## src/rtl/mul_seq.sv

```systemverilog
// mul_seq: 32x32 shift-and-add multiplier, low 32 bits of the product.
// Drives the shared adder (adder_a/adder_b) and registers adder_sum each RUN cycle.
//
// Ports:
//   clk, reset_n          clock, async active-low reset
//   in_valid/in_ready     operand handshake (op_a multiplicand, op_b multiplier)
//   abort                 synchronous cancel back to IDLE
//   out_valid/out_ready   result handshake, result = low 32 bits of op_a*op_b
//   adder_a/adder_b       operands to the external adder
//   adder_sum             combinational sum returned by the adder
module mul_seq (
   input  logic        clk,
   input  logic        reset_n,
   input  logic        in_valid,
   output logic        in_ready,
   input  logic [31:0] op_a,
   input  logic [31:0] op_b,
   input  logic        abort,
   output logic        out_valid,
   input  logic        out_ready,
   output logic [31:0] result,
   output logic [31:0] adder_a,
   output logic [31:0] adder_b,
   input  logic [31:0] adder_sum
);

   typedef enum logic [1:0] {
      IDLE = 2'd0,
      RUN  = 2'd1,
      DONE = 2'd2
   } state_t;

   state_t      state_q, state_d;
   logic [31:0] acc_q, acc_d;
   logic [31:0] mcand_q, mcand_d;
   logic [31:0] mplier_q, mplier_d;

   always_ff @(posedge clk or negedge reset_n) begin
      if (!reset_n) begin
         state_q  <= IDLE;
         acc_q    <= '0;
         mcand_q  <= '0;
         mplier_q <= '0;
      end else begin
         state_q  <= state_d;
         acc_q    <= acc_d;
         mcand_q  <= mcand_d;
         mplier_q <= mplier_d;
      end
   end

   always_comb begin
      state_d   = state_q;
      acc_d     = acc_q;
      mcand_d   = mcand_q;
      mplier_d  = mplier_q;
      in_ready  = 1'b0;
      out_valid = 1'b0;
      adder_b   = '0;
      case (state_q)
         IDLE: begin
            in_ready = 1'b1;
            if (in_valid) begin
               mcand_d  = op_a;
               mplier_d = op_b;
               acc_d    = '0;
               state_d  = RUN;
            end
         end
         RUN: begin
            if (mplier_q[0])
               adder_b = mcand_q;
            acc_d    = adder_sum;
            mcand_d  = mcand_q << 1;
            mplier_d = mplier_q >> 1;
            // last RUN cycle once no set multiplier bits remain above bit 0
            if (mplier_q[31:1] == 31'd0)
               state_d = DONE;
         end
         DONE: begin
            out_valid = 1'b1;
            if (out_ready)
               state_d = IDLE;
         end
         default: begin
            state_d = IDLE;
         end
      endcase
      // cancel wins over any handshake and drops a pending result
      if (abort) begin
         state_d = IDLE;
         acc_d   = '0;
      end
   end

   assign adder_a = acc_q;
   assign result  = acc_q;

endmodule

```

## config.mk

```make
export PLATFORM = sky130hd
export DESIGN_NAME = mul_seq
export DESIGN_NICKNAME = d
export VERILOG_FILES = /design/src/rtl/mul_seq.sv
export SDC_FILE = /design/constraint.sdc
export NUM_CORES = 1
export LEC_CHECK = 0
export ABC_AREA = 1
export CAP_MARGIN = 20
export CORE_ASPECT_RATIO = 1.2
export CORE_MARGIN = 3
export CORE_UTILIZATION = 47
export DETAILED_ROUTE_END_ITERATION = 8
export HOLD_SLACK_MARGIN = 0.1
export MAX_ROUTING_LAYER = met4
export PLACE_DENSITY = 0.84
export SLEW_MARGIN = 20
export SYNTH_ARGS = -nofsm -noshare
export SYNTH_HDL_FRONTEND = slang
export SYNTH_SLANG_ARGS = --single-unit
```

## constraint.sdc

```tcl
create_clock -name clk -period 3.8 [get_ports clk]
set_input_delay 0.38 -clock clk [delete_from_list [all_inputs] [get_ports clk]]
set_output_delay 0.38 -clock clk [all_outputs]
set_load 0.03 [all_outputs]
```

# == Yosys cells after proc, flatten, opt, wreduce, memory -nomap -nowiden ==
# Cells that the tools add are included.
# word_totals
register_bits,98
in_bits,101
output_inout_bits,98
elab_cells,33
# op_classes
n_eq_ne,6
n_mux,16
n_reduce_logical,7
# ops
op,count
2-to-1 mux 32 bit,6
one-hot mux 32 bit (2 select lines),3
logical NOT 31 bit,1
inequality test 3 bit (second input constant),3
2-to-1 mux 2 bit,4
one-hot mux 2 bit (3 select lines),1
AND reduction 2 bit,2
AND reduction 3 bit,1
nonzero test 3 bit,1
equality test 2 x 1 -> 1 bit (second input constant),1
equality test 2 bit (second input constant),1
logical NOT 2 bit,1
2-to-1 mux 1 bit,2
inequality test 2 bit (second input constant),1
nonzero test 2 bit,1

# == Depth between registers and ports, before layout ==
# depth
ltp_word,4
ltp_mapped,7
ltp_nobuf,7

# == Worst setup path after synthesis ==
# Ideal clock, no wire load.
# synth_timing
kind,register to output
start,reg state_q[0]
end,out adder_b[0]
arrival_time_ps,1366
required_ps,3420
slack_ps,2054
path_stages_with_launch,7
path_buffers,2
cell_sequence,dfrtp_1 -> inv_2 -> nor2_2 -> buf_4 -> nand2_1 -> buf_2 -> nor2_1
# synth_between
elab_chain_len,2
# synth_rtl
item,line,text
from (decl),33,"state_t state_q, state_d;"
from (signal assigned),45,state_q <= state_d;
equality test 2 x 1 -> 1 bit,60,case (state_q)
2-to-1 mux 32 bit,60,
to (decl),23,"output logic [31:0] adder_b,"
# Every way passes these cells.

# == Worst setup path in the final report ==
# layout_timing
start,reg state_q[0]
end,out adder_b[3]
# Same word-level chain as after synthesis.

==> results.ini <==
[sta]
whs_ns = 0.182
finalCritPeriodShare_pct = 77.0
fmax_ghz = 0.342
tns_ns = 0
report.final.hold_viol_count = 0
slew_viol_final = 0
finalSetupViolations = 0
skew_ns = 0.00394
worst_pin_slew_ns = 0.968
period_needed_ns = 2.93
rsz0062_at_grt = no
max_slew_margin_pct = 35.3

[synthesis]
ys_seq_area_share_pct = 51.1
synth_top_area_cell = dfrtp_1
synth_warnings = 0
synthCells = 580
synth-seq-cells = 98
synthTopCellsByArea = dfrtp_1 51%, o21ai_0 7.6%, inv_1 7.6%
yosysUniqueCellTypes = 19
avgSynthCellArea_um2 = 8.28
yosysTopAreaCellShare_pct = 51.1
syn-cell-area_um2 = 4800
syn_nets = 681

[floorplan]
die-area_um2 = 11500
core_um2 = 9760
rows = 39
io_pins = 199
die_w_um = 98.3
initial_core_util_pct = 49.2
die_h_um = 117

[worst_setup_path]
endpoint_kind = primary output
cp_cell_sequence = inv_2, nor2_4, nand2_1, nor2_1, clkdlybuf4s50_1
start_kind = flop
cp_max_fo = 32
crit_path_max_incr_delay_ns = 0.72
crit_type = flop to primary output
arrival_ns = 2.55
critical_path_required_ns = 3.42
rr_worst_depth = 5
crit_slowest_cell = clkdlybuf4s50_1

[clock_tree]
postCtsSetupBuffers = 0
post_cts_resized = 0
cts-root-buf = clkbuf_16
hold_buffers = 0
clk_pin_slew_ns = 0.06
cts.path.max_buffers = 2
h-tree-depth = 3
tritoncts = yes
cts_sinks = 98
numCtsBuffers = 9
insertion_delay_ns = 0.33

[min_path]
hold_class = input pin to asynchronous set/reset pin

[grt]
grt_pass1_wl_um = 21700
grt_pass1_vias = 4313
track_usage_pct = 24.4
antenna_found_initial = 0
overflow = 0
grt_start_max_net_pins = 109

[status]
status = completed

[route]
routed_via_density = 5.14
vias = 4397
drtAntennaViolNets = 0
finalWirelength_um = 13300
drt_iter0_drc = 255
detail_route.wl_per_cell_um = 15.6
dr.pass1.iters = 5
drcViolationCount = 0

[power_and_ir_drop]
ir_drop_mv = 0.289
power_density_nw_per_um2 = 508
leakage_nw = 2.98

[cells_and_area]
final_core_util_pct = 70.4
antenna_cells = 0
multi_input_comb_area_um2 = 1580
mostFrequentLayoutCell = clkdlybuf4s50_1
fillers = 766
area_growth_pct = 43.1
seqCellArea_um2 = 2450
layout_common_cells = 197 x clkdlybuf4s50_1, 98 x dfrtp_1, 97 x inv_1
drive_gt1_share_pct = 3.55
final_nets = 829

[place]
port-buffer-count = 198
gp_congestion = 0.903
place_hpwl_um = 9680

[flow_run]
maxCapViolCount = 0

final timing paths:
path / from / end / slack (ns)
max in group asynchronous: reset_n / mcand_q[19] / 2.77
min in group clk: mplier_q[4] / mplier_q[4] / 0.54
max: state_q[0] / adder_b[3] / 0.87
max reg2reg: state_q[1] / mcand_q[6] / 1.42
min reg2reg: mplier_q[4] / mplier_q[4] / 0.54
min: reset_n / adder_a[17] / 0.18
through the flow:
step | cell area (um2) | worst slack (ns) | instances | total power [W]
3_3_place_gp | 6570 | 1.31 | 839 | 0.00258
2_1_floorplan | 4800 | 2.05 | 580 | 0.00217
3_5_place_dp | 6570 | 1.23 | 839 | 0.00262
4_1_cts | 6860 | 0.843 | 854 | 0.00351
6_report | 6870 | 0.872 | 855 | 0.00349
5_1_grt | 6870 | 0.695 | 855 | 0.00371
Yosys cell counts:
| library cell | instances |
|---|---|
| inv_1 | 97 |
| a221oi_1 | 1 |
| inv_2 | 2 |
| o21ai_0 | 73 |
| nand3_1 | 22 |
| o211ai_1 | 30 |
| o221ai_1 | 18 |
| o22ai_1 | 13 |
| nand4_1 | 1 |
| clkbuf_1 | 13 |
| buf_4 | 36 |
| nor2_2 | 2 |
| nand2_4 | 1 |
| o21ai_1 | 6 |
| nor2_1 | 70 |
| nand2_1 | 78 |
| dfrtp_1 | 98 |
| buf_2 | 18 |
| nand2_2 | 1 |
power breakdown:
| part | internal, W | total (W) | switching (W) | leakage, nW |
|---|---|---|---|---|
| logic | 0.000480 | 0.00122 | 0.000739 | 1.61 |
| registers | 0.00127 | 0.00138 | 0.000114 | 1.23 |
| clock network | 0.000523 | 0.000886 | 0.000364 | 0.142 |
cell families (layout without fill, tap and decap cells):
| logic type | count (synthesis) | count (layout) | share of synthesized area (%) |
|---|---|---|---|
| flip-flops | 98 | 98 | 51.1 |
| buffers and inverters | 166 | 318 | 16.3 |
| AO/OA/AOI/OAI | 141 | 141 | 18.1 |
| AND/OR/NAND/NOR | 175 | 175 | 14.6 |
per-layer routing:
layer / up-vias / share of wire [%] / GRT usage [%]
met3: 26 / 7.9 / 5.73
li1: 2140 / - / -
met4: 0 / 2.9 / 10.1
met1: 2050 / 40 / 30.4
met2: 181 / 49 / 38.4
met5: - / 0 / -
worst max-delay path: cells and delay by family, from the launching register on:
kind | cells | cell delay (ns)
and+or+nand+nor | 3 | 0.94
buffers and inverters | 2 | 0.80
DFF | 1 | 0.45
area by class of cell:
| class | instances | share of cell area (%) |
|---|---|---|
| flip-flops and latches | 98 | 35.7 |
| repair buffers | 204 | 29.6 |
| multi-input cells | 316 | 22.9 |
| inverters | 99 | 5.41 |
| clock buffers | 12 | 3.59 |
| well taps | 123 | 2.24 |
| clock inverters | 3 | 0.583 |
flip-flops by register name, summed over array words and instances, names as in the netlist:
signal	cells
state_q	2
adder_a	32
mplier_q	32
mcand_q	32
Note: power is estimated with default switching activity, not from simulation.
